<file path="src/rtl/conv2_add6_feed_pkg.sv">
// Shared LeNet conv2 feed definitions: channel count, issue timing, FSM encoding.
// Latency: n/a (types and constants only).
// Backpressure: n/a.
package conv2_add6_feed_pkg;

  localparam int N_CH       = 6;   // channel partial sums per output pixel
  localparam int ISSUE_HOLD = 2;   // cycles ena stays high per pixel
  localparam int OUT_LAT    = 3;   // out_valid lands in the 3rd cycle, counting the first ena cycle as 1
  localparam int CH_W       = $clog2(N_CH);
  localparam int HOLD_W     = $clog2(ISSUE_HOLD);
  localparam int PIX_W      = 7;   // 10x10 map index

  typedef enum logic [1:0] {
    ST_IDLE   = 2'd0,
    ST_GATHER = 2'd1,
    ST_DRAIN  = 2'd2
  } feed_state_t;

endpackage

</file>
<file path="src/rtl/conv2_add6_feed_if.sv">
// Channel partial-sum stream into the conv2 adder feed (valid/ready).
// Latency: n/a (wires only).
// Backpressure: sink holds in_ready low to stall the source.
//   master: drives in_valid/in_data, observes in_ready
//   slave : observes in_valid/in_data, drives in_ready
interface conv2_add6_feed_if #(
  parameter int DATA_SIZE = 16
);
  logic                        in_valid;
  logic                        in_ready;
  logic signed [DATA_SIZE-1:0] in_data;

  modport master (output in_valid, output in_data, input in_ready);
  modport slave  (input in_valid, input in_data, output in_ready);
endinterface

</file>
<file path="src/rtl/conv2_add6_feed_lane_bank.sv">
// Six-lane register bank: single-lane indexed write or parallel load of all lanes.
// Latency: 1 cycle from write/copy to lanes.
// Backpressure: none; parallel copy takes priority over the indexed write.
//   ports: clk, rst (sync active-low), wr_en/wr_idx/wr_dat, cp_en/cp_dat, lanes
module conv2_lane_bank
  import conv2_add6_feed_pkg::*;
#(
  parameter int DATA_SIZE = 16
) (
  input  logic                            clk,
  input  logic                            rst,
  input  logic                            wr_en,
  input  logic [CH_W-1:0]                 wr_idx,
  input  logic [DATA_SIZE-1:0]            wr_dat,
  input  logic                            cp_en,
  input  logic [N_CH-1:0][DATA_SIZE-1:0]  cp_dat,
  output logic [N_CH-1:0][DATA_SIZE-1:0]  lanes
);

  always_ff @(posedge clk) begin
    if (!rst) begin
      lanes <= '0;
    end else if (cp_en) begin
      lanes <= cp_dat;
    end else if (wr_en) begin
      lanes[wr_idx] <= wr_dat;
    end
  end

endmodule

</file>
<file path="src/rtl/conv2_add6_feed.sv">
// Gathers six channel partial sums per pixel and feeds them, with the frame bias, to the 6-input adder.
// Latency: 2 cycles from 6th channel transfer to first ena; out_valid the cycle after the 2nd ena cycle.
// Backpressure: in_ready drops while the gather bank is full and the issue bank is still issuing.
//   ports: clk, rst (sync active-low), start/bias_in (frame control), s_in (channel stream),
//          din1..din6/bias/ena (adder feed), out_valid/pix_idx/frame_done (result marking)
module conv2_add6_feed
  import conv2_add6_feed_pkg::*;
#(
  parameter int DATA_SIZE = 16,
  parameter int N_PIX     = 100
) (
  input  logic                        clk,
  input  logic                        rst,
  input  logic                        start,
  input  logic signed [DATA_SIZE-1:0] bias_in,
  conv2_add6_feed_if.slave            s_in,
  output logic signed [DATA_SIZE-1:0] din1,
  output logic signed [DATA_SIZE-1:0] din2,
  output logic signed [DATA_SIZE-1:0] din3,
  output logic signed [DATA_SIZE-1:0] din4,
  output logic signed [DATA_SIZE-1:0] din5,
  output logic signed [DATA_SIZE-1:0] din6,
  output logic signed [DATA_SIZE-1:0] bias,
  output logic                        ena,
  output logic                        out_valid,
  output logic [PIX_W-1:0]            pix_idx,
  output logic                        frame_done
);

  feed_state_t state, state_nxt;

  logic [CH_W-1:0]   ch_cnt;
  logic [PIX_W-1:0]  pix_cnt;     // pixels fully gathered this frame
  logic [PIX_W-1:0]  out_cnt;     // pixels issued this frame; issue order equals gather order
  logic [HOLD_W-1:0] hold_cnt;
  logic              gather_full;

  logic xfer, last_ch, hold_last, issue_free, copy, last_out, start_acc;

  logic [N_CH-1:0][DATA_SIZE-1:0] g_lanes;
  logic [N_CH-1:0][DATA_SIZE-1:0] i_lanes;

  // The issue bank may be reloaded in its final ena cycle: the adder has
  // already seen the lanes for the required hold time by that edge.
  assign hold_last  = ena && (hold_cnt == HOLD_W'(ISSUE_HOLD - 1));
  assign issue_free = !ena || hold_last;
  assign copy       = gather_full && issue_free;

  assign s_in.in_ready = (state == ST_GATHER) && (!gather_full || issue_free);
  assign xfer          = s_in.in_valid && s_in.in_ready;
  assign last_ch       = (ch_cnt == CH_W'(N_CH - 1));
  assign last_out      = hold_last && (out_cnt == PIX_W'(N_PIX - 1));
  assign start_acc     = (state == ST_IDLE) && start;

  always_ff @(posedge clk) begin
    if (!rst) begin
      state <= ST_IDLE;
    end else begin
      state <= state_nxt;
    end
  end

  always_comb begin
    state_nxt = state;
    unique case (state)
      ST_IDLE:   if (start) state_nxt = ST_GATHER;
      ST_GATHER: if (xfer && last_ch && (pix_cnt == PIX_W'(N_PIX - 1))) state_nxt = ST_DRAIN;
      ST_DRAIN:  if (last_out) state_nxt = ST_IDLE;
      default:   state_nxt = ST_IDLE;
    endcase
  end

  always_ff @(posedge clk) begin
    if (!rst) begin
      ch_cnt      <= '0;
      pix_cnt     <= '0;
      out_cnt     <= '0;
      hold_cnt    <= '0;
      gather_full <= 1'b0;
      bias        <= '0;
      ena         <= 1'b0;
      out_valid   <= 1'b0;
      frame_done  <= 1'b0;
      pix_idx     <= '0;
    end else begin
      if (start_acc) begin
        bias        <= bias_in;
        ch_cnt      <= '0;
        pix_cnt     <= '0;
        out_cnt     <= '0;
        gather_full <= 1'b0;
      end

      if (xfer) begin
        ch_cnt <= last_ch ? '0 : ch_cnt + CH_W'(1);
        if (last_ch) begin
          pix_cnt <= pix_cnt + PIX_W'(1);
        end
      end

      // A full bank always has ch_cnt at 0, so a copy never coincides with
      // the write that fills the bank again.
      if (copy) begin
        gather_full <= 1'b0;
      end
      if (xfer && last_ch) begin
        gather_full <= 1'b1;
      end

      if (copy) begin
        ena      <= 1'b1;
        hold_cnt <= '0;
      end else if (hold_last) begin
        ena      <= 1'b0;
      end else if (ena) begin
        hold_cnt <= hold_cnt + HOLD_W'(1);
      end

      out_valid  <= hold_last;
      frame_done <= last_out;
      if (hold_last) begin
        pix_idx <= out_cnt;
        out_cnt <= out_cnt + PIX_W'(1);
      end
    end
  end

  conv2_lane_bank #(.DATA_SIZE(DATA_SIZE)) u_gather (
    .clk    (clk),
    .rst    (rst),
    .wr_en  (xfer),
    .wr_idx (ch_cnt),
    .wr_dat (s_in.in_data),
    .cp_en  (1'b0),
    .cp_dat ('0),
    .lanes  (g_lanes)
  );

  conv2_lane_bank #(.DATA_SIZE(DATA_SIZE)) u_issue (
    .clk    (clk),
    .rst    (rst),
    .wr_en  (1'b0),
    .wr_idx ('0),
    .wr_dat ('0),
    .cp_en  (copy),
    .cp_dat (g_lanes),
    .lanes  (i_lanes)
  );

  // The adder lanes come straight from the issue bank, which only changes on
  // a copy, so they hold steady whenever ena is low.
  assign din1 = i_lanes[0];
  assign din2 = i_lanes[1];
  assign din3 = i_lanes[2];
  assign din4 = i_lanes[3];
  assign din5 = i_lanes[4];
  assign din6 = i_lanes[5];

endmodule
</file>
<file path="src/flat_wrapper.sv">
// flat-port wrapper written by rule: the top's interface ports become plain ports
module conv2_add6_feed_flat import conv2_add6_feed_pkg::*;
#(
  parameter int DATA_SIZE = 16,
  parameter int N_PIX     = 100
)
  (clk, rst, start, bias_in, din1, din2, din3, din4, din5, din6, bias, ena, out_valid, pix_idx, frame_done, s_in_in_valid, s_in_in_data, s_in_in_ready);
  conv2_add6_feed_if #(.DATA_SIZE(DATA_SIZE)) s_in_i ();
  input  logic clk;
  input  logic rst;
  input  logic start;
  input  logic signed [DATA_SIZE-1:0] bias_in;
  output logic signed [DATA_SIZE-1:0] din1;
  output logic signed [DATA_SIZE-1:0] din2;
  output logic signed [DATA_SIZE-1:0] din3;
  output logic signed [DATA_SIZE-1:0] din4;
  output logic signed [DATA_SIZE-1:0] din5;
  output logic signed [DATA_SIZE-1:0] din6;
  output logic signed [DATA_SIZE-1:0] bias;
  output logic ena;
  output logic out_valid;
  output logic [PIX_W-1:0] pix_idx;
  output logic frame_done;
  input wire logic [$bits(s_in_i.in_valid)-1:0] s_in_in_valid;
  input wire logic [$bits(s_in_i.in_data)-1:0] s_in_in_data;
  output wire logic [$bits(s_in_i.in_ready)-1:0] s_in_in_ready;
  assign s_in_i.in_valid = s_in_in_valid;
  assign s_in_i.in_data = s_in_in_data;
  assign s_in_in_ready = s_in_i.in_ready;
  conv2_add6_feed #(.DATA_SIZE(DATA_SIZE), .N_PIX(N_PIX)) u_core (.clk(clk), .rst(rst), .start(start), .bias_in(bias_in), .s_in(s_in_i), .din1(din1), .din2(din2), .din3(din3), .din4(din4), .din5(din5), .din6(din6), .bias(bias), .ena(ena), .out_valid(out_valid), .pix_idx(pix_idx), .frame_done(frame_done));
endmodule
</file>
<file path="config.mk">
export PLATFORM = sky130hd
export DESIGN_NAME = conv2_add6_feed_flat
export DESIGN_NICKNAME = d
export VERILOG_FILES = /design/src/rtl/conv2_add6_feed_pkg.sv /design/src/rtl/conv2_add6_feed_if.sv /design/src/rtl/conv2_add6_feed_lane_bank.sv /design/src/rtl/conv2_add6_feed.sv /design/src/flat_wrapper.sv
export SDC_FILE = /design/constraint.sdc
export NUM_CORES = 1
export LEC_CHECK = 0
export ABC_CLOCK_PERIOD_IN_PS = 3170
export CORE_MARGIN = 2
export CORE_UTILIZATION = 56
export DETAILED_ROUTE_END_ITERATION = 16
export GPL_ROUTABILITY_DRIVEN = 0
export PLACE_DENSITY = 0.93
export SLEW_MARGIN = 20
export SYNTH_ARGS = -nofsm -noshare
export SYNTH_HDL_FRONTEND = slang
export SYNTH_SLANG_ARGS = --single-unit
</file>
<file path="constraint.sdc">
create_clock -name clk -period 3.17 [get_ports clk]
set_input_delay 0.7925 -clock clk [delete_from_list [all_inputs] [get_ports clk]]
set_output_delay 0.7925 -clock clk [all_outputs]
set_load 0.03 [all_outputs]
</file>
==> impl_results.md, run 1 <==
- Reg area: 4790 um^2
- Slew margin rel.: 0.418
- Ys async rst share: 0
- Initial Util: 0.572
- WP depth: 4
- Fraction of layout cells with a size suffix above 1: 0.0596
- Total negative slack: 0 ns
- Measured slew at the worst slew-check pin: 0.873 ns
- Die Ht: 131 um
- Arrival time worst endpoint: 1.91 ns
- Netlist cell types: 48
- WL final: 25600 um
- Fin crit share: 0.852
- Min Tclk post-route: 2.70 ns
- Power per cell area: 550 nW/um^2
- Top_reg_cell synth: dfxtp_1
- 1st-pass router iterations: 6
- Syn_nets: 1058
- Clock Latency Late Sink: 0.52 ns
- F_max: 0.370 GHz
- Most frequent cells in the layout: 238 x dfxtp_1, 170 x nand2_1, 156 x clkdlybuf4s50_1
- Worst-case reg-to-reg path depth: 4
- WP buf/inv: 2
- YS warnings: 0
- Vias in the first global route: 7601
- Gr usage total: 0.282
- Slowest Stage Delay on Critical Path: 0.46 ns
- IO Port Bufs: 158
- Vias per Instance: 6.02
- Longest Clk Path Bufs: 3
- Iteration-0 DRC Markers: 1137
- Clock slew at reported path FFs: 0.06 ns
- Max Cap Violations: 0
- Die Wd: 131 um
- Critical path class: reg -> out
- CTS tree: yes
- Crit-path cells: and3b_1, buf_4, nor3b_1, dlymetal6s2s_1
- VDD IR-drop max: 413 uV
- Worst setup path end: s_in_in_ready
- Worst clock skew: 0.0133 ns
- Total core area: 15900 um^2
- Crit. Startpoint: u_core.hold_cnt
- Worst Hold Class: reg -> reg
- Crit path max-delay family: buffers and inverters
- Setup crit start kind: flop
- Sink Count: 239
- Status: finished clean
- WL/cell: 18.9 um
- Area occupied by multi-input gates: 3910 um^2
- Maximum fanout along the worst path: 13
- Pin count of the biggest net entering global routing: 103
- Seq cells post-synth: 239
- Mapped cell area: 9090 um^2
- Post-Synthesis Cells: 1020
- Area grow syn2layout: 27.3%
- Inst Count DP: 1314
- Post-DRT Antenna Nets: 0
- Post-synth EDFFs: 0
- Die Footprint: 17300 um^2
- DR vias: 8171
- Most common cell after layout, fill and taps aside: dfxtp_1
- Pleak: 0.00452 uW
- Mapped Avg Cell Area: 8.92 um^2
- Number of antenna violations at the first check in global routing: 0
- Dpl hpwl: 14900 um
- Count of final setup violators: 0
- CP required: 2.38 ns
- Number of core rows: 46
- Sequential fraction of the synthesis area: 0.526
- H-tree levels: 1
- Crit path max-delay cell type: dfxtp_1
- First-pass GRT wire length: 40300 um
- Grt ovf: 0
- Post-CTS setup buffers: 0
- Worst R2R Start: u_core.gather_full
- Non-filler cells, final: 1357
- Final Net Count: 1162
- Root Driver: clkbuf_16
- Crit end category: output port
- Num CTS Buffers: 24
- Unrepaired setup endpoints after global routing: false
- FF-to-FF End: u_core.u_gather.lanes[39]
- Fin. max-slew vios: 0
- Filler cells: 1098
- DRC Markers: 0
- N_diodes: 0
- Hold Vio Cnt, Final: 0
- I/O pin count: 159
- FF-to-FF setup slack: 0.56 ns
registers in the layout, summed over array words and instances (netlist names), 2 cells and up:
register,count
u_core.bias,16
u_core.pix_cnt,7
u_core.out_cnt,7
u_core.ch_cnt,3
u_core.u_issue.lanes,96
u_core.u_gather.lanes,96
u_core.state,2
u_core.pix_idx,7
synth_stat cells, drive strengths merged, types with 5 or more instances:
cell type / n / area (um^2)
nor2: 5 / 18.8
mux2i: 101 / 1010
buf: 18 / 108
nand2b: 8 / 50.1
o21ai: 97 / 485
nand3: 114 / 581
nand2: 170 / 638
clkbuf: 77 / 289
dfxtp: 239 / 4780
nand4: 10 / 68.8
a21oi: 127 / 636
worst register-to-register path: cells and delay by family (launching register included):
family / cells / cell delay, ns
muxes: 1 / 0.30
DFF: 1 / 0.50
buffers and inverters: 1 / 0.72
and+or+nand+nor: 2 / 1.00
layout make-up:
class,instances,area share
sequential,239,0.414
clock buffer,32,0.0607
clock inverter,11,0.0139
tap,216,0.0233
inverter,3,0.00119
multi-input combinational,683,0.338
timing repair buffer,173,0.150
cell families (layout without fill, tap and decap cells):
kind of cell               count (synthesis)  after routing  share of synthesized area
and+or+nand+nor                          339            339                      0.177
AOI/OAI and AO/OA                        241            241                      0.139
DFF                                      239            239                      0.526
muxes                                    101            101                      0.111
buffers and inverters                     98            219                     0.0449
adders and majority gates                  2              2                    0.00275
per-stage QoR:
stage	setup slack (ns)	util	total power, uW	hold slack, ns	cell area, um^2
2_1_floorplan	0.733	-	3250	0.439	9090
3_3_place_gp	0.612	0.674	3370	0.441	10700
3_5_place_dp	0.570	0.674	3370	0.447	10700
4_1_cts	0.0696	0.729	6380	0.455	11600
5_1_grt	0.359	0.729	6520	0.469	11600
6_report	0.468	0.729	6370	0.455	11600
how the worst min path moves through the flow:
stage / from / cells past startpoint / end
floorplan: u_core.u_gather.lanes[87] / 2 / u_core.u_gather.lanes[87]
finish: u_core.bias[13] / 2 / u_core.bias[13]
global placement: u_core.bias[4] / 2 / u_core.bias[4]
detailed placement: u_core.bias[13] / 2 / u_core.bias[13]
CTS: u_core.bias[13] / 2 / u_core.bias[13]
global route: u_core.bias[3] / 2 / u_core.bias[3]
metal layers:
layer | up-vias | GRT usage | share of wire
met2 | 446 | 0.460 | 0.47
met5 | - | 0 | 0
li1 | 3768 | - | -
met3 | 73 | 0.0448 | 0.085
met1 | 3884 | 0.373 | 0.41
met4 | 0 | 0.123 | 0.040
report_power, final:
group          internal (uW)  switching (uW)  leakage [uW]  total (uW)
sequential              3030            16.5       0.00193        3040
combinational           95.8             172       0.00216         268
clock                   1880            1170      0.000426        3060
what timing repair did:
item / 4_1_cts / 5_1_grt
setup endpoints to repair: 0 / 1
gates resized for setup: 0 / 1
hold buffers: 0 / 0
endpoints found under the hold margin: 0 / 0
Note: power is estimated with default switching activity, not from simulation.
==> run 2, diff against run 1 <==
--- a/config.mk
+++ b/config.mk
@@ -6,11 +6,10 @@
 export NUM_CORES = 1
 export LEC_CHECK = 0
 export ABC_CLOCK_PERIOD_IN_PS = 3170
-export CORE_MARGIN = 2
-export CORE_UTILIZATION = 56
+export CORE_UTILIZATION = 30
 export DETAILED_ROUTE_END_ITERATION = 16
 export GPL_ROUTABILITY_DRIVEN = 0
-export PLACE_DENSITY = 0.93
+export PLACE_DENSITY = 0.59
 export SLEW_MARGIN = 20
 export SYNTH_ARGS = -nofsm -noshare
 export SYNTH_HDL_FRONTEND = slang
==> run 2 against run 1 <==
Worst setup slack worse by 0.16 ns. Critical path depth down 1. Critical path type unchanged. Sequential share of layout area down 1.1 points. Via count down 6.2%. Sequential power about the same. Power up 4.0%. Die area up 80%. Maximum frequency down 5.6%. Largest cell class unchanged. Clock-buffer cell count up 6.
==> impl_results.md, run 2 (synthesis results as in run 1) <==
- Status: finished clean
- Crit end category: output port
- Largest regs: u_core.u_gather.lanes x96, u_core.u_issue.lanes x96, u_core.bias x16
- Hold Vio Cnt, Final: 0 (unchanged)
- Grt ovf: 0 (unchanged)
- Most common cell after layout, fill and taps aside: dfxtp_1
- CTS Hold Bufs: 0 (unchanged)
- Area grow syn2layout: 30.9%
- 1st-pass router iterations: 5 (-1)
- Sink Count: 239 (unchanged)
- Worst clock skew: 0.0136 ns (+0.000311 ns)
- Die Ht: 176 um (+34%)
- Reg area: 4790 um^2 (unchanged)
- F_max: 0.349 GHz (-5.6%)
- H-tree levels: 1 (unchanged)
- Fin crit share: 0.903 (+0.0504)
- Longest Clk Path Bufs: 3 (unchanged)
- Unrepaired setup endpoints after global routing: false
- Total negative slack: 0 ns (unchanged)
- Post-DRT Antenna Nets: 0 (unchanged)
- Pin count of the biggest net entering global routing: 101 (-1.9%)
- VDD IR-drop max: 348 uV (-16%)
- P_sw: 1450 uW (+6.4%)
- N_diodes: 0 (unchanged)
- CP required: 2.38 ns (about the same)
- Comb pwr share: 0.041 (about the same)
- Count of final setup violators: 0 (unchanged)
- Arrival time worst endpoint: 2.07 ns (+0.16 ns)
- IO Port Bufs: 158 (unchanged)
- Die Footprint: 31000 um^2 (+80%)
- Max Cap Violations: 0 (unchanged)
- Critical path class: reg -> out
- CTS tree: yes
- CTS resizes: 0 (unchanged)
- Inst Count DP: 1489 (+13%)
- Number of core rows: 63 (+37%)
- Utilization after layout: 0.401 (-0.328)
- Pleak: 0.00456 uW (+0.98%)
- Iteration-0 DRC Markers: 687 (-40%)
- Most frequent cells in the layout: 238 x dfxtp_1, 170 x nand2_1, 157 x clkdlybuf4s50_1
- Cell Int Power: 5180 uW (+3.4%)
- Fraction of layout cells with a size suffix above 1: 0.0645 (+0.00486)
- Initial Util: 0.306 (-0.266)
- Number of antenna violations at the first check in global routing: 0 (unchanged)
- WL/cell: 17.1 um (-9.0%)
- Post-CTS setup buffers: 0 (unchanged)
- Area occupied by multi-input gates: 3910 um^2 (unchanged)
- Final Net Count: 1166 (+0.34%)
- Total core area: 29700 um^2 (+87%)
- Die Wd: 176 um (+34%)
- Gr usage total: 0.168 (-0.115)
- Min Tclk post-route: 2.86 ns (+0.160 ns)
- Vias in the first global route: 7209 (-5.2%)
- Num CTS Buffers: 27 (+13%)
- Setup crit start kind: flop
- Power per cell area: 557 nW/um^2 (+1.2%)
- Power share of the clock group: 0.500 (+0.020)
- Switch share: 0.219 (+0.00481)
- Measured slew at the worst slew-check pin: 1.04 ns (+0.166 ns)
- Maximum fanout along the worst path: 8 (-5)
- Fin. max-slew vios: 0 (unchanged)
- Non-filler cells, final: 1538 (+13%)
- I/O pin count: 159 (unchanged)
- Slew margin rel.: 0.308 (-0.110)
- Clock Latency Late Sink: 0.54 ns (+0.02 ns)
- Worst Hold Class: reg -> reg
- First-pass GRT wire length: 41200 um (+2.2%)
- Dpl hpwl: 16100 um (+8.2%)
- Root Driver: clkbuf_16
- DR vias: 7666 (-6.2%)
- DRC Markers: 0 (unchanged)
- Filler cells: 2986 (+170%)
- WL final: 26400 um (+3.1%)
- Clock slew at reported path FFs: 0.06 ns (about the same)
- Vias per Instance: 4.98 (-17%)
- Reg power frac: 0.459 (-0.019)
[run 2: routing by layer]
layer | global-route usage | vias up | share of wire
met3 | 0.0317 | 38 | 0.062
met2 | 0.253 | 238 | 0.43
met4 | 0.0467 | 0 | 0.021
met5 | 0 | - | 0
li1 | - | 3778 | -
met1 | 0.242 | 3612 | 0.49
[run 2: final timing paths]
kind / endpoint / from / slack [ns] / depth (start not counted)
max: s_in_in_ready / u_core.ena / 0.31 / 3
max reg2reg: u_core.u_issue.lanes[11] / u_core.ena / 1.21 / 4
min: u_core.bias[10] / u_core.bias[10] / 0.45 / 2
min reg2reg: u_core.bias[10] / u_core.bias[10] / 0.45 / 2
[run 2: worst max-delay path, stage by stage, from the launching register on]
cell and delay, ns:
dfxtp_1 0.41, and3b_1 0.25, nor3b_1 0.18, clkdlybuf4s50_1 0.70
[run 2: metrics by stage]
step / cell area (um^2) / setup WS (ns) / power, uW / hold slack [ns]
finish: 11900 / 0.308 / 6630 / 0.453
detailed placement: 10900 / 0.548 / 3380 / 0.449
global route: 11900 / 0.197 / 6860 / 0.469
CTS: 11900 / 0.254 / 6690 / 0.457
global placement: 10900 / 0.592 / 3380 / 0.443
floorplan: 9090 / 0.733 / 3250 / 0.439
[run 2: final cells by class]
class                   count  area share
multi-input cells         683       0.328
flip-flops and latches    239       0.402
clock buffers              38      0.0661
repair buffers            174       0.147
well taps                 390      0.0410
clock inverters            11      0.0141
inverters                   3     0.00116
[run 2: power groups by stage]
| stage | Sequential (uW) | Combinational, uW | Clock, uW |
|---|---|---|---|
| 6_report | 3040 | 270 | 3310 |
| 5_1_grt | 3050 | 290 | 3520 |
| 4_1_cts | 3040 | 273 | 3380 |
| 3_5_place_dp | 3110 | 272 | 0 |
| 3_3_place_gp | 3110 | 272 | 0 |
| 2_1_floorplan | 3130 | 122 | 0 |
